$ cat config.mk
export PLATFORM = sky130hd
export DESIGN_NAME = sub_dec8bit_pipe
export DESIGN_NICKNAME = d
export VERILOG_FILES = /design/src/rtl/sub_dec8bit_pipe.sv
export SDC_FILE = /design/constraint.sdc
export NUM_CORES = 1
export LEC_CHECK = 0
export ABC_AREA = 0
export CORE_UTILIZATION = 53
export CTS_BUF_LIST = sky130_fd_sc_hd__clkbuf_16
export CTS_CLUSTER_SIZE = 30
export DETAILED_ROUTE_END_ITERATION = 6
export PLACE_DENSITY = 0.84
export RECOVER_POWER = 25
export SETUP_SLACK_MARGIN = 0.2
export SLEW_MARGIN = 0
export SYNTH_ARGS = -nofsm -noshare
export SYNTH_HDL_FRONTEND = slang
export SYNTH_SLANG_ARGS = --single-unit
$ cat constraint.sdc
create_clock -name clk -period 1.6 [get_ports clk]
set_input_delay 0.24 -clock clk [delete_from_list [all_inputs] [get_ports clk]]
set_output_delay 0.24 -clock clk [all_outputs]
set_load 0.01 [all_outputs]
$ cat src/rtl/sub_dec8bit_pipe.sv
// 8-bit subtractor D = A - B - Bin, built as A + ~B + ~Bin on a three-stage
// Kogge-Stone prefix pipeline with valid/ready flow control and a flush input.
module sub_dec8bit_pipe (
    input  logic       clk,
    input  logic       rst_n,
    input  logic       flush,
    input  logic       in_valid,
    output logic       in_ready,
    input  logic [7:0] A,
    input  logic [7:0] B,
    input  logic       Bin,
    output logic       out_valid,
    input  logic       out_ready,
    output logic [7:0] D,
    output logic       Bout,
    output logic       busy
);

    logic       en;
    logic       v1_reg, v2_reg, v3_reg;
    logic [7:0] p1_reg, g1_reg;
    logic       c0_reg;
    logic [8:0] gs2_reg, ps2_reg;
    logic [7:0] p2_reg;
    logic [7:0] d_reg;
    logic       bout_reg;

    // Prefix network over 9 positions: position 0 carries c0 (g = c0, p = 0),
    // position i+1 carries bit i. Level gl has span 1 << gl.
    logic [3:0][8:0] src_g, src_p, dst_g;
    logic [2:0][8:0] dst_p;

    assign src_g[0] = {g1_reg, c0_reg};
    assign src_p[0] = {p1_reg, 1'b0};
    assign src_g[1] = dst_g[0];
    assign src_p[1] = dst_p[0];
    assign src_g[2] = gs2_reg;
    assign src_p[2] = ps2_reg;
    assign src_g[3] = dst_g[2];
    assign src_p[3] = dst_p[2];

    genvar gl, gi;
    generate
        for (gl = 0; gl < 4; gl++) begin : g_level
            for (gi = 0; gi < 9; gi++) begin : g_node
                logic g_lo, p_lo;
                // Positions below the span combine with the identity pair (g=0, p=1).
                if (gi >= (1 << gl)) begin : g_span
                    assign g_lo = src_g[gl][gi - (1 << gl)];
                    assign p_lo = src_p[gl][gi - (1 << gl)];
                end else begin : g_ident
                    assign g_lo = 1'b0;
                    assign p_lo = 1'b1;
                end
                assign dst_g[gl][gi] = src_g[gl][gi] | (src_p[gl][gi] & g_lo);
                if (gl < 3) begin : g_prop
                    assign dst_p[gl][gi] = src_p[gl][gi] & p_lo;
                end
            end
        end
    endgenerate

    assign en        = !v3_reg || out_ready;
    assign in_ready  = en;
    assign out_valid = v3_reg;
    assign D         = d_reg;
    assign Bout      = bout_reg;
    assign busy      = v1_reg | v2_reg | v3_reg;

    always_ff @(posedge clk or negedge rst_n) begin
        if (!rst_n) begin
            v1_reg   <= 1'b0;
            v2_reg   <= 1'b0;
            v3_reg   <= 1'b0;
            p1_reg   <= '0;
            g1_reg   <= '0;
            c0_reg   <= 1'b0;
            gs2_reg  <= '0;
            ps2_reg  <= '0;
            p2_reg   <= '0;
            d_reg    <= '0;
            bout_reg <= 1'b0;
        end else begin
            if (en) begin
                v1_reg   <= in_valid;
                p1_reg   <= ~(A ^ B);
                g1_reg   <= A & ~B;
                c0_reg   <= ~Bin;
                v2_reg   <= v1_reg;
                gs2_reg  <= dst_g[1];
                ps2_reg  <= dst_p[1];
                p2_reg   <= p1_reg;
                v3_reg   <= v2_reg;
                // dst_g[3][i] is the carry into bit i; bit 8 is the carry-out.
                d_reg    <= p2_reg ^ dst_g[3][7:0];
                bout_reg <= ~dst_g[3][8];
            end
            if (flush) begin
                v1_reg <= 1'b0;
                v2_reg <= 1'b0;
                v3_reg <= 1'b0;
            end
        end
    end

endmodule
==> flow_summary_export.csv, run 1 <==
group,metric,value,unit
setup_path,cpPeakStageDelay,0.39,ns
setup_path,cp_slowest_cell,"dfrtp_1",
die,die_w,67.1,µm
grt,grt_pass1_vias,1535,
routing,via_per_inst,5.16,
routing,drt_iter0_markers,148,
die,rows,23,
power_and_ir_drop,p_leak,0.00136,µW
setup_path,cp_data_required_time,1.36,ns
die,fp.dieArea,0.00450,mm²
synth,synth_nets,271,
grt,grt_use_total,21.4,%
cells_and_area,post-route-util,68.6,%
sta,setup_tns,0,ns
hold_path,hold_path_depth,2,
synth,synth_cell_types,26,
cts,cts.sinks,51,
placement,dp_hpwl,2760,µm
cells_and_area,n_fill_cell,324,
sta,max_slew_margin,55.6,%
setup_path,crit_type,"reg2out",
synth,synth.avg_cell_area,9.32,µm²
synth,yosysWarnings,0,
routing,ant_nets,0,
status,status,"completed",
cts,htree_levels,2,
grt,use_met2,33.4,%
synth,synth_top_area_share,56.8,%
placement,dp_slack,-0.0585,ns
routing,drc,0,
sta,slew_viol_final,0,
cells_and_area,syn_to_final_growth,23.1,%
job,drv_cap,0,
grt,grtUsageMet1,27.8,%
hold_path,hold_path_end,"D[1]",
synth,yosys.area.top_type,"dfrtp_1",
cells_and_area,final_area,0.00276,mm²
cells_and_area,num_antenna_cells,0,
setup_path,cp_top_family,"flip-flops",
die,core,0.00403,mm²
cts,cts_tree,"built",
sta,min_period_over_period,87.0,%
setup_path,crit_buf_inv,1,
placement,placed_cell_area,0.00263,mm²
setup_path,arrival,1.15,ns
sta,worst_pin_slew,0.667,ns
setup_path,crit_fanout,3,
sta,hold_viol_final,0,
hold_path,hold_path.class,"reg2reg",
die,die_h,67.1,µm
grt,grt.met3_usage,5.82,%
cells_and_area,largest_reg_flops,9,
grt,gr-total-overflow,0,
synth,ys_ff_latch,51,
sta,fin_ws,0.207,ns
synth,synth.top_cells.by_area,"dfrtp_1, nand2_1, ha_1",
cells_and_area,seq_area,0.00128,mm²
cells_and_area,layout-drive-gt1-share,7.53,%
grt,grt_pass1_wl,6960,µm
cts,clkLatencyLatePin,0.29,ns
power_and_ir_drop,ir_worst_vdd,689,µV
routing,totalWireLength,4000,µm
setup_path,worst_setup_path_end_kind,"output port",
setup_path,reg2reg_slack,0.28,ns
cells_and_area,layout.nets,308,
sta,period_needed,1.39,ns
grt,antenna_found_initial,0,
synth,yosysSeqAreaShare,56.8,%
sta,rsz0062_at_grt,"true",
routing,drt-pass1-iter-count,4,
setup_path,start_kind,"register",
setup_path,r2r_end,"ps2_reg[7]",
placement,io_buffers,33,
synth,syn-instance-count,241,
synth,netlist_area,0.00225,mm²
routing,post_drt_wl_per_cell,12.2,µm
routing,vias,1698,
setup_path,rr_worst_depth,5,
cells_and_area,final_common_cell,"nand2_1",
setup_path,r2r_start,"out_valid",
placement,gp_congestion,0.809,
cts,cts_root_buffer,"clkbuf_16",
setup_path,path_depth,2,
power_and_ir_drop,powerDensity,1110,mW/mm²
power_and_ir_drop,total_power,3060,µW
setup_path,path_cells,"or3_1, buf_2",
cts,cts_buffer_depth,2,
die,ios,34,
grt,top_usage_layer,"met2",
sta,max_freq,718,MHz
cells_and_area,final_cell_mix,"nand2_1, dfrtp_1, clkdlybuf4s50_1",
cts,cts_made_buffers,5,
cts,path_clk_slew,0.06,ns
sta,skew,0.00379,ns
grt,grt_max_degree,52,
sta,setup_viol,0,
die,initial_core_util,55.7,%
hold_path,hold_start,"D[1]",
cells_and_area,multi_input_area,865,µm²
[logic make-up after synthesis]
logic type / share of synthesized area [%]
simple gates: 20.1
flops: 56.8
compound gates: 10.8
buf+inv: 4.68
xor+xnor: 3.12
fa+ha+maj: 4.46
[how the worst max path moves through the flow]
stage / startpoint / endpoint / slack, ns
final: v2_reg / busy / 0.21
after CTS: v1_reg / busy / 0.20
after detailed placement: out_ready / in_ready / -0.06
after floorplan: out_valid / ps2_reg[5] / 0.40
after global routing: v1_reg / busy / 0.15
after global placement: out_ready / in_ready / -0.07
[routing by layer]
| metal | share of wire [%] | up-vias |
|---|---|---|
| met3 | 4.8 | 7 |
| met4 | 1.8 | 0 |
| li1 | - | 848 |
| met2 | 50 | 46 |
| met5 | 0 | - |
| met1 | 44 | 797 |
[per-stage QoR]
stage          cells  hold WS, ns
2_1_floorplan    241      -0.0556
3_3_place_gp     319        0.245
3_5_place_dp     319        0.246
4_1_cts          329        0.471
5_1_grt          329        0.498
6_report         329        0.473
[cell type report]
type,instances,share of cell area (%)
clock buffer,5,4.53
clock inverter,3,0.724
inverter,9,1.22
multi-input combinational,170,31.3
sequential,51,46.2
tap,50,2.26
timing repair buffer,41,13.8
[Yosys cell counts]
cell      number
a21o_1         3
a21oi_1       17
a31oi_1        2
a32o_1         2
and3_4         1
buf_2          6
buf_4          2
buf_6          2
clkbuf_1       1
dfrtp_1       51
ha_1           8
inv_1          8
inv_2          1
nand2_1       93
nand3_1        4
nor2_1        12
nor2b_1        1
nor2b_4        1
o211ai_1       3
o21a_1         3
o21ai_0        7
o21ai_1        3
o31ai_1        1
or3_1          1
xnor2_1        4
xor2_1         4
[where the power goes]
part,internal [µW],switching [µW],leakage (µW)
Clock,576,446,0.0000658
Combinational,239,218,0.000673
Sequential,1450,125,0.000624
Total,2270,789,0.00136
[tightest hold or removal path: stages, from the launching register on]
cell     delay (ns)
dfrtp_1        0.34
nand2_1        0.04
o21ai_0        0.06
[repair_timing]
item / 4_1_cts / 5_1_grt
buffers inserted: 1 / 0
gates resized for setup: 16 / 2
hold buffers: 1 / 0
setup endpoints to repair: 12 / 5
endpoints found under the hold margin: 51 / 0
(Power assumes the default switching activity.)
==> run 2, diff against run 1 <==
--- a/config.mk
+++ b/config.mk
@@ -6,6 +6,7 @@
 export NUM_CORES = 1
 export LEC_CHECK = 0
 export ABC_AREA = 0
+export CORE_MARGIN = 2
 export CORE_UTILIZATION = 53
 export CTS_BUF_LIST = sky130_fd_sc_hd__clkbuf_16
 export CTS_CLUSTER_SIZE = 30
@@ -13,7 +14,7 @@
 export PLACE_DENSITY = 0.84
 export RECOVER_POWER = 25
 export SETUP_SLACK_MARGIN = 0.2
-export SLEW_MARGIN = 0
+export SLEW_MARGIN = 20
 export SYNTH_ARGS = -nofsm -noshare
 export SYNTH_HDL_FRONTEND = slang
 export SYNTH_SLANG_ARGS = --single-unit
==> run 2 against run 1 <==
Utilization down 0.25 points. Largest power group unchanged. Via count down 0.41%. Critical endpoint unchanged. Final cell count is 0.30% higher. Sequential share of layout area up 0.17 points. Critical path type unchanged. Clock skew up 0.0014 ns. Sequential power is essentially flat.
==> flow_summary_export.csv, run 2 (synthesis results as in run 1) <==
group,metric,value,unit
sta,rsz0062_at_grt,"true",
cts,htree_levels,2,
sta,slew_viol_final,0,
die,initial_core_util,55.7,%
hold_path,hold_path.class,"reg2reg",
cells_and_area,final_common_cell,"nand2_1",
cts,cts_tree,"built",
setup_path,cp_data_required_time,1.36,ns
cts,cts_made_buffers,5,
setup_path,worst_setup_path_end_kind,"output port",
cells_and_area,post-route-util,68.4,%
cells_and_area,num_antenna_cells,0,
placement,io_buffers,33,
die,rows,23,
die,die_w,69.1,µm
power_and_ir_drop,p_leak,0.00137,µW
die,die_h,69.1,µm
hold_path,hold_path_depth,1,
die,ios,34,
setup_path,r2r_start,"out_valid",
sta,min_period_over_period,87.1,%
sta,hold_viol_final,0,
power_and_ir_drop,total_power,3030,µW
hold_path,hold_path_end,"Bout",
hold_path,hold_start,"gs2_reg[8]",
routing,via_per_inst,5.12,
setup_path,rr_worst_depth,5,
cts,cts_buffer_depth,2,
sta,skew,0.00519,ns
job,drv_cap,0,
sta,worst_pin_slew,0.665,ns
placement,dp_cells,318,
setup_path,start_kind,"register",
grt,grt_use_total,19.3,%
setup_path,reg2reg_slack,0.31,ns
setup_path,crit_fanout,2,
placement,gp_congestion,0.841,
grt,grt_max_degree,52,
grt,gr-total-overflow,0,
routing,post_drt_wl_per_cell,12.5,µm
sta,setup_tns,0,ns
setup_path,arrival,1.15,ns
cells_and_area,layout-drive-gt1-share,6.79,%
cells_and_area,layout.nets,309,
cells_and_area,final_cell_mix,"nand2_1, dfrtp_1, clkdlybuf4s50_1",
die,core,0.00403,mm²
cts,clkLatencyLatePin,0.29,ns
grt,grt_pass1_vias,1599,
setup_path,crit_type,"reg2out",
cells_and_area,n_fill_cell,333,
cells_and_area,stdcell_count,330,
sta,max_freq,718,MHz
cells_and_area,multi_input_area,865,µm²
die,fp.dieArea,0.00477,mm²
cts,path_clk_slew,0.06,ns
cts,cts_root_buffer,"clkbuf_16",
cells_and_area,largest_reg_flops,9,
routing,drc,0,
setup_path,r2r_end,"ps2_reg[5]",
routing,totalWireLength,4130,µm
cells_and_area,syn_to_final_growth,22.6,%
sta,setup_viol,0,
sta,period_needed,1.39,ns
routing,drt_iter0_markers,132,
grt,grt_pass1_wl,7290,µm
placement,dp_hpwl,2850,µm
routing,vias,1691,
power_and_ir_drop,powerDensity,1100,mW/mm²
routing,drt-pass1-iter-count,4,
power_and_ir_drop,ir_worst_vdd,585,µV
routing,ant_nets,0,
status,status,"completed",
sta,max_slew_margin,55.6,%
grt,antenna_found_initial,0,
cells_and_area,seq_area,0.00128,mm²
cts,cts.sinks,51,
## run 2: changes by cell type in the layout (fill, tap and decap cells not counted)
cell,previous run,this run
clkbuf_2,1,0
clkinv_2,1,0
buf_12,1,0
inv_1,8,9
buf_6,1,2
clkinvlp_4,2,0
buf_2,2,3
clkinv_1,0,2
buf_4,4,5
## run 2: routing by layer
| metal | vias up | share of wire (%) | GRT usage [%] |
|---|---|---|---|
| met2 | 48 | 48 | 29.3 |
| li1 | 853 | - | - |
| met3 | 5 | 5.5 | 5.41 |
| met4 | 0 | 2.0 | 9.15 |
| met5 | - | 0 | 0 |
| met1 | 785 | 44 | 25.6 |
## run 2: final cells by class
cell class              instances  area share, %
flip-flops and latches         51           46.3
clock buffers                   5           4.54
well taps                      50           2.27
clock inverters                 3          0.409
inverters                       9           1.23
repair buffers                 42           13.8
multi-input cells             170           31.4
## run 2: worst max-delay path, stage by stage, from the launching register on
cell,delay (ns)
dfrtp_1,0.37
or3_1,0.35
buf_2,0.14
## run 2: what timing repair did
| item | in CTS | in global routing |
|---|---|---|
| gates resized for setup | 17 | 3 |
| buffers inserted | 1 | 2 |
| pin swaps | 0 | 1 |
| hold endpoints to repair | 51 | 0 |
| hold buffers | 1 | 0 |
| endpoints found under the setup margin | 12 | 7 |
## run 2: per-stage QoR
step / area (µm²) / setup WS [ns] / hold WS (ns)
finish: 2750 / 0.207 / 0.456
global route: 2750 / 0.171 / 0.483
CTS: 2750 / 0.204 / 0.461
detailed placement: 2610 / -0.0719 / 0.247
global placement: 2610 / -0.0769 / 0.247
floorplan: 2250 / 0.397 / -0.0556
## run 2: worst max-delay path by stage
| stage | depth (start not counted) | end | slack [ns] | start |
|---|---|---|---|---|
| floorplan | 5 | ps2_reg[5] | 0.40 | out_valid |
| global placement | 4 | in_ready | -0.08 | out_ready |
| detailed placement | 4 | in_ready | -0.07 | out_ready |
| CTS | 2 | busy | 0.20 | v1_reg |
| global route | 2 | busy | 0.17 | v2_reg |
| finish | 2 | busy | 0.21 | v2_reg |
## run 2: report_power, final
group	internal [µW]	switching, µW	leakage, µW	total [µW]
combinational	240	221	0.000673	461
sequential	1450	128	0.000624	1580
clock	563	427	0.0000701	990
total	2260	776	0.00137	3030
